**config.mk**
```make
export PLATFORM = sky130hd
export DESIGN_NAME = int_sequencer
export DESIGN_NICKNAME = d
export VERILOG_FILES = /design/src/rtl/int_sequencer.sv
export SDC_FILE = /design/constraint.sdc
export NUM_CORES = 1
export LEC_CHECK = 0
export CAP_MARGIN = 10
export CELL_PAD_IN_SITES_DETAIL_PLACEMENT = 2
export CELL_PAD_IN_SITES_GLOBAL_PLACEMENT = 2
export CORE_ASPECT_RATIO = 0.6
export CORE_MARGIN = 2
export CORE_UTILIZATION = 27
export CTS_CLUSTER_SIZE = 30
export DETAILED_ROUTE_END_ITERATION = 7
export GPL_TIMING_DRIVEN = 0
export PLACE_DENSITY = 0.79
export SYNTH_ARGS = -nofsm -noshare
export SYNTH_HDL_FRONTEND = slang
export SYNTH_SLANG_ARGS = --single-unit
```
**constraint.sdc**
```tcl
create_clock -name CLK -period 2.6 [get_ports CLK]
set_input_delay 0.39 -clock CLK [delete_from_list [all_inputs] [get_ports CLK]]
set_output_delay 0.39 -clock CLK [all_outputs]
set_load 0.01 [all_outputs]
```
**src/rtl/int_sequencer.sv**
```systemverilog
// Interrupt/reset sequencer: arbitrates RESET/NMI/BRK/IRQ at instruction boundaries and
// drives the 7-step push/vector-fetch service sequence for the S and PC registers.
module int_sequencer (
    input  logic        CLK,
    input  logic        RES_N,
    input  logic        RDY,
    input  logic        INSTR_END,
    input  logic        BRK_REQ,
    input  logic        NMI_N,
    input  logic        IRQ_N,
    input  logic        I_FLAG,
    output logic        SEQ_BUSY,
    output logic [2:0]  SEQ_STEP,
    output logic [1:0]  SEQ_KIND,
    output logic        RW,
    output logic        S_ADL_BUS_ENABLE,
    output logic        S_DEC,
    output logic [1:0]  DB_SRC,
    output logic        PUSH_B,
    output logic [15:0] VEC_ADDR,
    output logic        PCL_LOAD,
    output logic        PCH_LOAD,
    output logic        SET_I,
    output logic        DONE
);

    localparam int unsigned STEP_W = 3;
    localparam int unsigned KIND_W = 2;
    localparam int unsigned SRC_W  = 2;
    localparam int unsigned ADDR_W = 16;

    localparam logic [KIND_W-1:0] KIND_RESET = KIND_W'(0);
    localparam logic [KIND_W-1:0] KIND_NMI   = KIND_W'(1);
    localparam logic [KIND_W-1:0] KIND_BRK   = KIND_W'(2);
    localparam logic [KIND_W-1:0] KIND_IRQ   = KIND_W'(3);

    localparam logic [STEP_W-1:0] STEP_T4   = STEP_W'(4);
    localparam logic [STEP_W-1:0] STEP_LAST = STEP_W'(6);

    localparam logic [ADDR_W-1:0] VEC_NMI   = ADDR_W'(16'hFFFA);
    localparam logic [ADDR_W-1:0] VEC_RESET = ADDR_W'(16'hFFFC);
    localparam logic [ADDR_W-1:0] VEC_IRQ   = ADDR_W'(16'hFFFE);

    // sequencer state
    logic                busy_q, busy_d;
    logic [STEP_W-1:0]   step_q, step_d;
    logic [KIND_W-1:0]   kind_q, kind_d;
    logic                nmi_prev_q;
    logic                nmi_pending_q, nmi_pending_d;
    logic                reset_pending_q, reset_pending_d;
    logic                after_done_q, after_done_d;
    logic                nmi_edge;
    logic                nmi_clr;

    // registered strobes
    logic                rw_q, rw_d;
    logic                s_adl_q, s_adl_d;
    logic                s_dec_q, s_dec_d;
    logic [SRC_W-1:0]    db_src_q, db_src_d;
    logic                push_b_q, push_b_d;
    logic [ADDR_W-1:0]   vec_addr_q, vec_addr_d;
    logic                pcl_load_q, pcl_load_d;
    logic                pch_load_q, pch_load_d;
    logic                set_i_q, set_i_d;
    logic                done_q, done_d;
    logic [ADDR_W-1:0]   vec_base;

    assign nmi_edge = nmi_prev_q & ~NMI_N;

    // state register (outputs are registered alongside so they track the new step)
    always_ff @(posedge CLK or negedge RES_N) begin
        if (!RES_N) begin
            busy_q          <= 1'b0;
            step_q          <= '0;
            kind_q          <= KIND_RESET;
            nmi_prev_q      <= 1'b1;
            nmi_pending_q   <= 1'b0;
            reset_pending_q <= 1'b1;
            after_done_q    <= 1'b0;
            rw_q            <= 1'b1;
            s_adl_q         <= 1'b0;
            s_dec_q         <= 1'b0;
            db_src_q        <= '0;
            push_b_q        <= 1'b0;
            vec_addr_q      <= '0;
            pcl_load_q      <= 1'b0;
            pch_load_q      <= 1'b0;
            set_i_q         <= 1'b0;
            done_q          <= 1'b0;
        end else begin
            busy_q          <= busy_d;
            step_q          <= step_d;
            kind_q          <= kind_d;
            nmi_prev_q      <= NMI_N;
            nmi_pending_q   <= nmi_pending_d;
            reset_pending_q <= reset_pending_d;
            after_done_q    <= after_done_d;
            rw_q            <= rw_d;
            s_adl_q         <= s_adl_d;
            s_dec_q         <= s_dec_d;
            db_src_q        <= db_src_d;
            push_b_q        <= push_b_d;
            vec_addr_q      <= vec_addr_d;
            pcl_load_q      <= pcl_load_d;
            pch_load_q      <= pch_load_d;
            set_i_q         <= set_i_d;
            done_q          <= done_d;
        end
    end

    // next state: arbitration when idle, step advance and NMI hijack when busy
    always_comb begin
        busy_d          = busy_q;
        step_d          = step_q;
        kind_d          = kind_q;
        reset_pending_d = reset_pending_q;
        after_done_d    = after_done_q;
        nmi_clr         = 1'b0;
        if (RDY) begin
            if (!busy_q) begin
                after_done_d = 1'b0;
                if (reset_pending_q) begin
                    busy_d          = 1'b1;
                    step_d          = '0;
                    kind_d          = KIND_RESET;
                    reset_pending_d = 1'b0;
                end else if (nmi_pending_q && (INSTR_END || after_done_q)) begin
                    busy_d = 1'b1;
                    step_d = '0;
                    kind_d = KIND_NMI;
                end else if (INSTR_END && BRK_REQ) begin
                    busy_d = 1'b1;
                    step_d = '0;
                    kind_d = KIND_BRK;
                end else if (INSTR_END && !IRQ_N && !I_FLAG) begin
                    busy_d = 1'b1;
                    step_d = '0;
                    kind_d = KIND_IRQ;
                end
            end else if (step_q == STEP_LAST) begin
                busy_d       = 1'b0;
                step_d       = '0;
                after_done_d = 1'b1;
            end else begin
                step_d = step_q + STEP_W'(1);
                // a pending NMI steals the vector of a BRK/IRQ before its fetch begins
                if (step_q == STEP_T4 &&
                    (kind_q == KIND_NMI || (kind_q[1] && nmi_pending_q))) begin
                    kind_d  = KIND_NMI;
                    nmi_clr = 1'b1;
                end
            end
        end
        nmi_pending_d = (nmi_pending_q & ~nmi_clr) | nmi_edge;
    end

    always_comb begin
        case (kind_d)
            KIND_RESET: vec_base = VEC_RESET;
            KIND_NMI:   vec_base = VEC_NMI;
            default:    vec_base = VEC_IRQ;
        endcase
    end

    // output decode of the step about to be entered
    always_comb begin
        rw_d       = 1'b1;
        s_adl_d    = 1'b0;
        s_dec_d    = 1'b0;
        db_src_d   = '0;
        push_b_d   = 1'b0;
        vec_addr_d = '0;
        pcl_load_d = 1'b0;
        pch_load_d = 1'b0;
        set_i_d    = 1'b0;
        done_d     = 1'b0;
        if (busy_d) begin
            case (step_d)
                STEP_W'(2), STEP_W'(3), STEP_W'(4): begin
                    s_adl_d = 1'b1;
                    s_dec_d = 1'b1;
                    // RESET performs dummy pushes: S still walks, but nothing is written
                    if (kind_d != KIND_RESET) begin
                        rw_d     = 1'b0;
                        db_src_d = SRC_W'(step_d - STEP_W'(1));
                    end
                    if (step_d == STEP_T4) begin
                        set_i_d  = 1'b1;
                        push_b_d = (kind_d == KIND_BRK);
                    end
                end
                STEP_W'(5): begin
                    vec_addr_d = vec_base;
                    pcl_load_d = 1'b1;
                end
                STEP_W'(6): begin
                    vec_addr_d = vec_base | ADDR_W'(1);
                    pch_load_d = 1'b1;
                    done_d     = 1'b1;
                end
                default: ;
            endcase
        end
    end

    assign SEQ_BUSY         = busy_q;
    assign SEQ_STEP         = step_q;
    assign SEQ_KIND         = kind_q;
    assign RW               = rw_q;
    assign S_ADL_BUS_ENABLE = s_adl_q;
    assign S_DEC            = s_dec_q;
    assign DB_SRC           = db_src_q;
    assign PUSH_B           = push_b_q;
    assign VEC_ADDR         = vec_addr_q;
    assign PCL_LOAD         = pcl_load_q;
    assign PCH_LOAD         = pch_load_q;
    assign SET_I            = set_i_q;
    assign DONE             = done_q;

endmodule

```
Word-level counts from Yosys, hierarchy flattened
Cells that the tools add are included.
{"block": "totals", "register_bits": 34, "inputBits": 8, "out_inout_bits": 32, "word_cells": 98}
{"block": "classes", "n_eq_ne": 11, "n_reduce_logical": 15, "addsub": 2, "muxes": 49, "bitwise": 6}
{"op": "one-hot mux 16 bit (2 select lines)", "count": 1}
{"op": "2-to-1 mux 1 bit", "count": 28}
{"op": "2-to-1 mux 2 bit", "count": 11}
{"op": "2-to-1 mux 3 bit", "count": 7}
{"op": "2-to-1 mux 16 bit", "count": 1}
{"op": "== test 3 bit, second input constant", "count": 5}
{"op": "== test 3 x 2 -> 1 bit, second input constant", "count": 2}
{"op": "logical AND 1 bit", "count": 6}
{"op": "one-hot mux 3 bit (2 select lines)", "count": 1}
{"op": "== test 2 x 1 -> 1 bit, second input constant", "count": 2}
{"op": "AND reduction 2 bit", "count": 2}
{"op": "adder 3 x 1 -> 3 bit, second input constant", "count": 1}
{"op": "inverter 1 bit", "count": 3}
{"op": "OR reduction 3 bit", "count": 1}
{"op": "bitwise AND 1 bit", "count": 2}
{"op": "== test 2 bit, second input constant", "count": 1}
{"op": "zero test 1 bit", "count": 2}
{"op": "zero test 2 bit", "count": 1}
{"op": "logical OR 1 bit", "count": 2}
{"op": "inequality test 2 x 1 -> 1 bit, second input constant", "count": 1}
{"op": "nonzero test 2 bit", "count": 1}
{"op": "subtractor 2 x 1 -> 2 bit, second input constant", "count": 1}
{"op": "OR 1 bit", "count": 1}

Depth between registers and ports, before layout
{"block": "logic_depth", "depth_word": 13, "depth_mapped": 9, "depth_no_buf": 8}

Worst setup path before layout
OpenSTA, ideal clock, no wires.
{"block": "synth_path", "path_type": "reg-to-reg", "startpoint": "register busy_q (netlist: SEQ_BUSY)", "endpoint": "register rw_q (netlist: RW)", "period_less_slack_ps": 2063, "n_path_buf": 0, "required_time_ps": 2512, "setup_time_ps": 88, "path_slack_ps": 537, "path_stages_with_launch": 8, "arrival_ps": 1975, "cell_sequence": "dfrtp_1 -> or4bb_1 -> nand3_1 -> a21oi_1 -> inv_1 -> ha_1 -> a2111oi_4 -> or3_1"}
{"block": "synth_between", "elab_chain_cells": 6, "elab_cells_between_ends": 14, "cone_classes": "eq/ne (3); mux (9); reduce/logical (2)"}
{"item": "start: declaration", "line_no": "45", "text": "logic busy_q, busy_d;"}
{"item": "start signal: assignment", "line_no": "91", "text": "busy_q <= busy_d;"}
{"item": "2-to-1 mux 3 bit *", "line_no": "120", "text": "if (!busy_q) begin"}
{"item": "2-to-1 mux 3 bit *", "line_no": "119", "text": "if (RDY) begin"}
{"item": "net step_d[1]", "line_no": "46", "text": "logic [STEP_W-1:0] step_q, step_d;"}
{"item": "== test 3 bit / == test 3 x 2 -> 1 bit (equally long branches)", "line_no": "178", "text": "case (step_d)"}
{"item": "OR reduction 3 bit *", "line_no": "178"}
{"item": "2-to-1 mux 1 bit *", "line_no": "178"}
{"item": "2-to-1 mux 1 bit *", "line_no": "177", "text": "if (busy_d) begin"}
{"item": "net rw_d", "line_no": "56", "text": "logic rw_q, rw_d;"}
{"item": "end signal: assignment", "line_no": "98", "text": "rw_q <= rw_d;"}
{"item": "end: declaration", "line_no": "56"}
Mark *: on every way through the listed nets, which the timed path passes. The rest lies on a longest branch.
A chain may end at the register's enable or synchronous reset.

Worst setup path in the final report
{"block": "layout_path", "startpoint": "input port INSTR_END", "endpoint": "register rw_q (netlist: RW)"}
{"block": "layout_between", "elab_chain_cells": 12, "elab_cells_between_ends": 31, "cone_classes": "eq/ne (3); mux (21); reduce/logical (7)"}
{"item": "start: declaration", "line_no": "7", "text": "input logic INSTR_END,"}
{"item": "logical AND 1 bit (2 in series)", "line_no": "135", "text": "end else if (INSTR_END && !IRQ_N && !I_FLAG) begin"}
{"item": "2-to-1 mux 3 bit / 2-to-1 mux 2 bit (equally long branches)", "line_no": "135"}
{"item": "2-to-1 mux 3 bit / 2-to-1 mux 2 bit (equally long branches)", "line_no": "131", "text": "end else if (INSTR_END && BRK_REQ) begin"}
{"item": "2-to-1 mux 3 bit / 2-to-1 mux 2 bit (equally long branches)", "line_no": "127", "text": "end else if (nmi_pending_q && (INSTR_END || after_done_q)) begin"}
{"item": "2-to-1 mux 3 bit / 2-to-1 mux 2 bit (equally long branches)", "line_no": "122", "text": "if (reset_pending_q) begin"}
{"item": "2-to-1 mux 3 bit / 2-to-1 mux 2 bit (equally long branches)", "line_no": "120"}
{"item": "2-to-1 mux 3 bit / 2-to-1 mux 2 bit (equally long branches)", "line_no": "119"}
{"item": "== test 3 bit (tied with other cells)", "line_no": "178"}
{"item": "OR reduction 3 bit / 2-to-1 mux 1 bit (equally long branches)", "line_no": "178, 183"}
{"item": "2-to-1 mux 1 bit", "line_no": "178"}
{"item": "2-to-1 mux 1 bit *", "line_no": "177"}
{"item": "net rw_d", "line_no": "56"}
Marks and branches as above.

==> flow_metrics.env <==
export IMPL_yosysWarnings=0
export IMPL_pwr_share_seq=0.307
export IMPL_cp_cell_sequence="clkdlybuf4s50_1 > o21a_1 > a2111oi_4 > buf_12 > a2bb2oi_4 > ha_1 > inv_1 > o21ai_0 > nand2_1 > or3_1"
export IMPL_hp_class="flip-flop to flip-flop"
export IMPL_port_buffers=38
export IMPL_rr_startpoint="SEQ_BUSY"
export IMPL_rows=18
export IMPL_outcome="finished clean"
export IMPL_drv_cap=0
export IMPL_p_int_mw=1.092
export IMPL_n_antenna_cell=0
export IMPL_final_setup_viol_count=0
export IMPL_dp_cells=207
export IMPL_fmax_mhz=407.8
export IMPL_dpl_hpwl_um=2522
export IMPL_finalHoldViolCount=0
export IMPL_cts_sinks=21
export IMPL_crit_arrival_ns=2.64
export IMPL_synthTopCellsByArea="dfrtp_1 (39%), buf_4 (9.7%), dfstp_2 (6.8%), a2111oi_4 (4.8%), a2bb2oi_4 (2.3%)"
export IMPL_start_kind="input pin"
export IMPL_leakage_nw=0.7078
export IMPL_grt_ovfl_total=0
export IMPL_initialDrtViolationCount=21
export IMPL_skew_ns=0.005337
export IMPL_antenna_found_initial=0
export IMPL_initial_core_util=0.2808
export IMPL_numCtsBuffers=3
export IMPL_comb_power_share=0.576
export IMPL_ys_ff_latch=21
export IMPL_cp_num_buf_inv=3
export IMPL_synth_top_cell_area_share=0.3892
export IMPL_finalSetupTns_ns=0
export IMPL_dieArea_um2=4844
export IMPL_layout_commonest_cell="clkdlybuf4s50_1"
export IMPL_critPathKind="input pin to flip-flop"
export IMPL_area_growth_pct=45.41
export IMPL_track_usage=0.1524
export IMPL_cp_slowest_cell="clkdlybuf4s50_1"
export IMPL_dieWidth_um=88.53
export IMPL_worstRegToRegCells=8
export IMPL_ir_drop_uv=451.5
export IMPL_ys_types=40
export IMPL_final_nets=163
export IMPL_mostFrequentLayoutCells="clkdlybuf4s50_1 (38), dfrtp_1 (18), buf_4 (15)"
export IMPL_synth_edf_count=0
export IMPL_cp_slowest_stage_delay_ns=0.61
export IMPL_coreArea_um2=4121
export IMPL_switchingPower_mw=0.7517
export IMPL_boundaryPins=40
export IMPL_wl_per_cell_um=15.61
export IMPL_critPathTopFamily="buffers and inverters"
export IMPL_tightest_slew_ns=0.9333
export IMPL_p_per_area_nw_per_um2=1095
export IMPL_rsz0062_at_grt="no"
export IMPL_antenna_left=0
export IMPL_drt_total_wl_um=3310
export IMPL_synth_net_count=119
export IMPL_multi_input_area_um2=483.0
export IMPL_hold_slack_ns=0.5234
export IMPL_rr_endpoint="RW"
export IMPL_cp_depth=10
export IMPL_switching_share=0.4078
export IMPL_worstSetupEndpoint="RW"
export IMPL_slew_headroom=0.3759
export IMPL_dr_pass1_iters=4
export IMPL_final_cells=212
export IMPL_path_max_fanout=6
export IMPL_clk_pin_slew_worst_paths_ns=0.08
export IMPL_worstPathRequired_ns=2.79
export IMPL_grt_pass1_vias=1035
export IMPL_cts_tree="yes"
export IMPL_final_util=0.4083
export IMPL_grt_pass1_wl_um=5478
export IMPL_synth_async_reset_ratio=1.000
export IMPL_via_count=971
export IMPL_synth_avg_cell_area_um2=10.62
export IMPL_syn_inst=109
export IMPL_seq_area_frac_synth=0.4573
export IMPL_maxSlewViolCount=0
export IMPL_gp_congestion=0.7589
export IMPL_clkLatencyLatePin_ns=0.26
export IMPL_drc=0
export IMPL_regArea_um2=529.3
export IMPL_syn_cell_area_um2=1157
export IMPL_crit_start="INSTR_END"
export IMPL_power_frac_clock=0.117
export IMPL_regToRegSetupSlack_ns=0.19
export IMPL_drive_above_1_share=0.2237
export IMPL_grt_start_max_net_pins=22
export IMPL_vias_per_cell=4.580
export IMPL_synth_flop_cell="dfrtp_1"
export IMPL_finalCriticalPeriod_ns=2.452
export IMPL_die_height_um=54.72
export IMPL_finalCritPeriodShare=0.9432
export IMPL_htreeDepth=1
export IMPL_cts_root_buf="clkbuf_8"
export IMPL_fill_cells=450
export IMPL_yosysTopAreaCell="dfrtp_1"
export IMPL_endpoint_kind="flip-flop"
export IMPL_clockBufferDepth=2
[power by group through the flow]
| stage | Clock [mW] | Sequential, mW | Combinational (mW) |
|---|---|---|---|
| 3_3_place_gp | 0 | 0.560 | 1.01 |
| 6_report | 0.215 | 0.566 | 1.06 |
| 3_5_place_dp | 0 | 0.569 | 1.05 |
| 2_1_floorplan | 0 | 0.574 | 0.586 |
| 4_1_cts | 0.222 | 0.564 | 1.07 |
| 5_1_grt | 0.242 | 0.588 | 1.16 |
[worst min-delay path by stage]
stage / cells past startpoint / end / from
3_3_place_gp: 2 / nmi_pending_q / nmi_prev_q
3_5_place_dp: 2 / nmi_pending_q / nmi_prev_q
6_report: 2 / nmi_pending_q / nmi_prev_q
4_1_cts: 2 / nmi_pending_q / nmi_prev_q
5_1_grt: 3 / after_done_q / RDY
2_1_floorplan: 0 / DB_SRC[0] / RES_N
[flip-flops by register name, indices dropped and copies added, names as in the netlist]
| register | count |
|---|---|
| PUSH_B | 1 |
| S_DEC | 1 |
| SEQ_STEP | 3 |
| after_done_q | 1 |
| nmi_prev_q | 1 |
| PCL_LOAD | 1 |
| SEQ_KIND | 2 |
| VEC_ADDR | 4 |
| SEQ_BUSY | 1 |
| SET_I | 1 |
| DB_SRC | 2 |
| nmi_pending_q | 1 |
| RW | 1 |
| reset_pending_q | 1 |
[final cells by class]
class                      instances  share of cell area
tap                               60             0.04461
sequential                        21              0.3145
clock buffer                       3             0.02454
multi-input combinational         64              0.2870
inverter                           7             0.01561
buffer                            17             0.07286
clock inverter                     1            0.002974
timing repair buffer              39              0.2379
[worst min-delay path, stage by stage, from the launching register on]
cell and delay [ns]:
dfstp_2 0.36, inv_1 0.04, o21ai_0 0.08
[cells by family after synthesis]
logic type,share of synthesized area
AND/OR/NAND/NOR,0.1924
flip-flops,0.4573
XOR/XNOR,0.007569
buffers and inverters,0.1287
adder cells (fa/ha/maj),0.02162
AO/OA/AOI/OAI,0.1924
[layer usage]
layer,share of wire,routed length [um],GRT usage
met1,0.47,1543,0.1921
met4,0,0,0
met5,0,0,0
met2,0.48,1582,0.2794
met3,0.056,184,0.04525
[synth_stat cells, types with 2 or more instances]
master	count
buf_2	2
a21oi_1	2
o21ai_0	3
o21a_1	2
o21bai_1	2
nor2b_1	3
nor3_1	4
a2111oi_4	2
nand2_1	6
ha_1	2
buf_4	15
inv_1	7
dfrtp_1	18
nor3b_1	2
o22ai_1	2
nor2_1	7
dfstp_2	3
a31oi_1	2
nand2b_1	2
nor4_1	3
[per-stage QoR]
step,cell area [um^2],power (mW),setup WS [ns]
2_1_floorplan,1157,1.160,0.5373
3_3_place_gp,1613,1.574,-0.2449
3_5_place_dp,1613,1.618,-0.3054
4_1_cts,1679,1.859,0.1019
5_1_grt,1683,1.989,0.007885
6_report,1683,1.843,0.1477
[what timing repair did]
item                                    in CTS  in global routing
pin swaps                                    1                  0
setup buffers                                1                  0
resized for setup                            0                  1
hold buffers                                 0                  0
endpoints found under the setup margin       4                  4
(Power assumes the default switching activity.)
==> edit (config.mk and constraints unchanged) <==
Register the input `IRQ_N` before use. The logic sees it one clock later. The other inputs are not delayed to match.
--- a/src/rtl/int_sequencer.sv
+++ b/src/rtl/int_sequencer.sv
@@ -41,4 +41,10 @@
     localparam logic [ADDR_W-1:0] VEC_RESET = ADDR_W'(16'hFFFC);
     localparam logic [ADDR_W-1:0] VEC_IRQ   = ADDR_W'(16'hFFFE);
+
+    logic IRQ_N_q;
+
+    always_ff @(posedge CLK) begin
+        IRQ_N_q <= IRQ_N;
+    end
 
     // sequencer state
@@ -133,5 +139,5 @@
                     step_d = '0;
                     kind_d = KIND_BRK;
-                end else if (INSTR_END && !IRQ_N && !I_FLAG) begin
+                end else if (INSTR_END && !IRQ_N_q && !I_FLAG) begin
                     busy_d = 1'b1;
                     step_d = '0;
Formal check against the unedited RTL: not equivalent (a bounded check fails within 4 cycles, from zero or initial values).
==> edit against the original RTL <==
  * Sequential share of layout area decreased by 0.99 points
  * Wire length increased by 6.8%
  * Worst setup slack got worse by 0.14 ns
  * Non-clock buffer count increased by 12
  * Area after synthesis decreased by 0.22%
  * Power increased by 23%
  * Maximum frequency decreased by 5.6%
  * Design area increased by 7.9%
  * Sequential cell count increased by 1
  * Critical path type unchanged
  * Largest power group unchanged
==> edit: results (changes against the original RTL) <==
- Run status: finished, final reports clean
- Mux contribution to synthesized area: 0.975% (+0.98 points)
- H-tree depth: 1 (unchanged)
- Pin count of the biggest net entering global routing: 22 (unchanged)
- Area Overhead vs Synth: 57.2%
- Max Freq: 385 MHz (-5.6%)
- CP endpoint: DB_SRC[0]
- Placed cell areas: 1610 um2 (unchanged)
- First-pass DRT Iterations: 4 (unchanged)
- Post-synthesis compound-gate area fraction: 15.4% (-3.9 points)
- DPL Wire Length: 2.59 mm (+2.8%)
- Top FF cell, synth: dfrtp_1
- Async SR Flop Fraction: 95.5% (-4.5 points)
- Hold WC Path Type: reg -> reg
- Gr ovfl total: 0 (unchanged)
- Syn_area_per_cell: 10.6 um2 (-0.22%)
- Reg2Reg Setup Slack: 0.02 ns (-0.17 ns)
- Critical path's slowest cell: a211o_1
- Fillers: 439 (-2.4%)
- Post-Syn Nets: 121 (+1.7%)
- Top cells by area, synth: dfrtp_1 (39%), buf_4 (10%), dfstp_2 (6.8%)
- Clock Skews: 0.00674 ns (+0.00140 ns)
- Detailed router's first-iteration violation count: 16 (-24%)
- Total number of vias: 998 (+2.8%)
- Share of cells above drive strength 1: 35.0% (+13 points)
- GPL Wtd Cong: 0.711 (-6.3%)
- Leakage power: 0.843 nW (+19%)
- Root Driver: clkbuf_8
- Combinational share of power: 61.6% (+4.0 points)
- Worst endpoint data arrival time: 2.74 ns (+0.10 ns)
- Worst reg2reg path depth: 11 (+3)
- Diode count: 0 (unchanged)
- First-pass GRT wire length: 5.42 mm (-1.1%)
- Bufs on Longest Clock Path: 2 (unchanged)
- Seq pwr share: 24.6% (-6.1 points)
- Worst rel slew slack: 39.5% (+2.0 points)
- Final net count: 176 (+8.0%)
- Synth cell count leaders: dfrtp_1 (18), buf_4 (16), nand2_1 (10), inv_1 (7), ha_1 (4)
- TritonCTS Buffers: 3 (unchanged)
- Critical Path Fanout Max: 5 (-1)
- Post-synthesis xor/xnor area fraction: 0% (-0.76 points)
- Adder-cell area share of the yosys netlist: 4.33% (+2.2 points)
- Avg WL per Cell: 15.9 um (+1.6%)
- Pre-CTS setup slack: -0.762 ns (-0.456 ns)
- Switching Fraction: 35.4% (-5.4 points)
- Post-synth cell types: 43 (+7.5%)
- Seq/Total Area, Yosys: 47.6% (+1.8 points)
- CP top delay family: compound AO/OA/AOI/OAI gates
- CP peak stage delay: 0.30 ns (-0.31 ns)
- RR Startpoint: after_done_q
- Max VDD drop: 391 uV (-13%)
- Gr usage total: 15.5% (+0.24 points)
- Final Non-Filler Cells: 223 (+5.2%)
==> edit: metal layers <==
metal	global-route usage, %	vias up	wire length (um)
met4	3.03	0	19
li1	-	468	-
met3	3.77	2	184
met2	27.1	29	1730
met1	19.9	499	1600
met5	0	-	0
==> edit: cell type report <==
cell class,instances,share of cell area (%)
inverter,7,1.45
timing repair buffer,50,25.8
sequential,22,30.5
tap,60,4.14
clock inverter,1,1.65
buffer,18,7.51
clock buffer,3,2.27
multi-input combinational,62,26.7
==> edit: timing repair <==
action | in CTS | in global routing
hold endpoints to repair | 0 | 0
resized for setup | 14 | 3
pin swaps | 6 | 7
cloned | 0 | 0
endpoints found under the setup margin | 4 | 4
buffers inserted | 7 | 5
==> edit: worst min path at each step <==
stage,start,end,cells past startpoint
2_1_floorplan,RES_N,DB_SRC[0],0
3_3_place_gp,nmi_prev_q,nmi_pending_q,2
3_5_place_dp,nmi_prev_q,nmi_pending_q,2
4_1_cts,RDY,after_done_q,3
5_1_grt,RDY,after_done_q,3
6_report,nmi_prev_q,nmi_pending_q,2
==> edit: worst register-to-register path: stages (launching register included) <==
cell     delay (ns)
dfrtp_1        0.39
o21a_1         0.18
a211o_1        0.30
o21ai_2        0.16
a21o_1         0.18
inv_2          0.06
ha_4           0.16
or2_4          0.25
nor2b_4        0.12
a211o_1        0.21
a32o_2         0.29
nor3b_2        0.16
==> edit: cell families (layout without fill, tap and decap cells) <==
logic type / count (synthesis) / in the layout
AOI/OAI and AO/OA: 23 / 23
DFF: 22 / 22
and+or+nand+nor: 34 / 34
adders and majority gates: 4 / 4
buffers and inverters: 25 / 79
muxes: 1 / 1
==> edit: metrics by stage <==
step,power (mW),hold slack (ns)
floorplan,1.19,0.0944
global placement,1.67,0.494
detailed placement,1.74,0.501
CTS,2.21,0.505
global route,2.44,0.528
finish,2.27,0.507
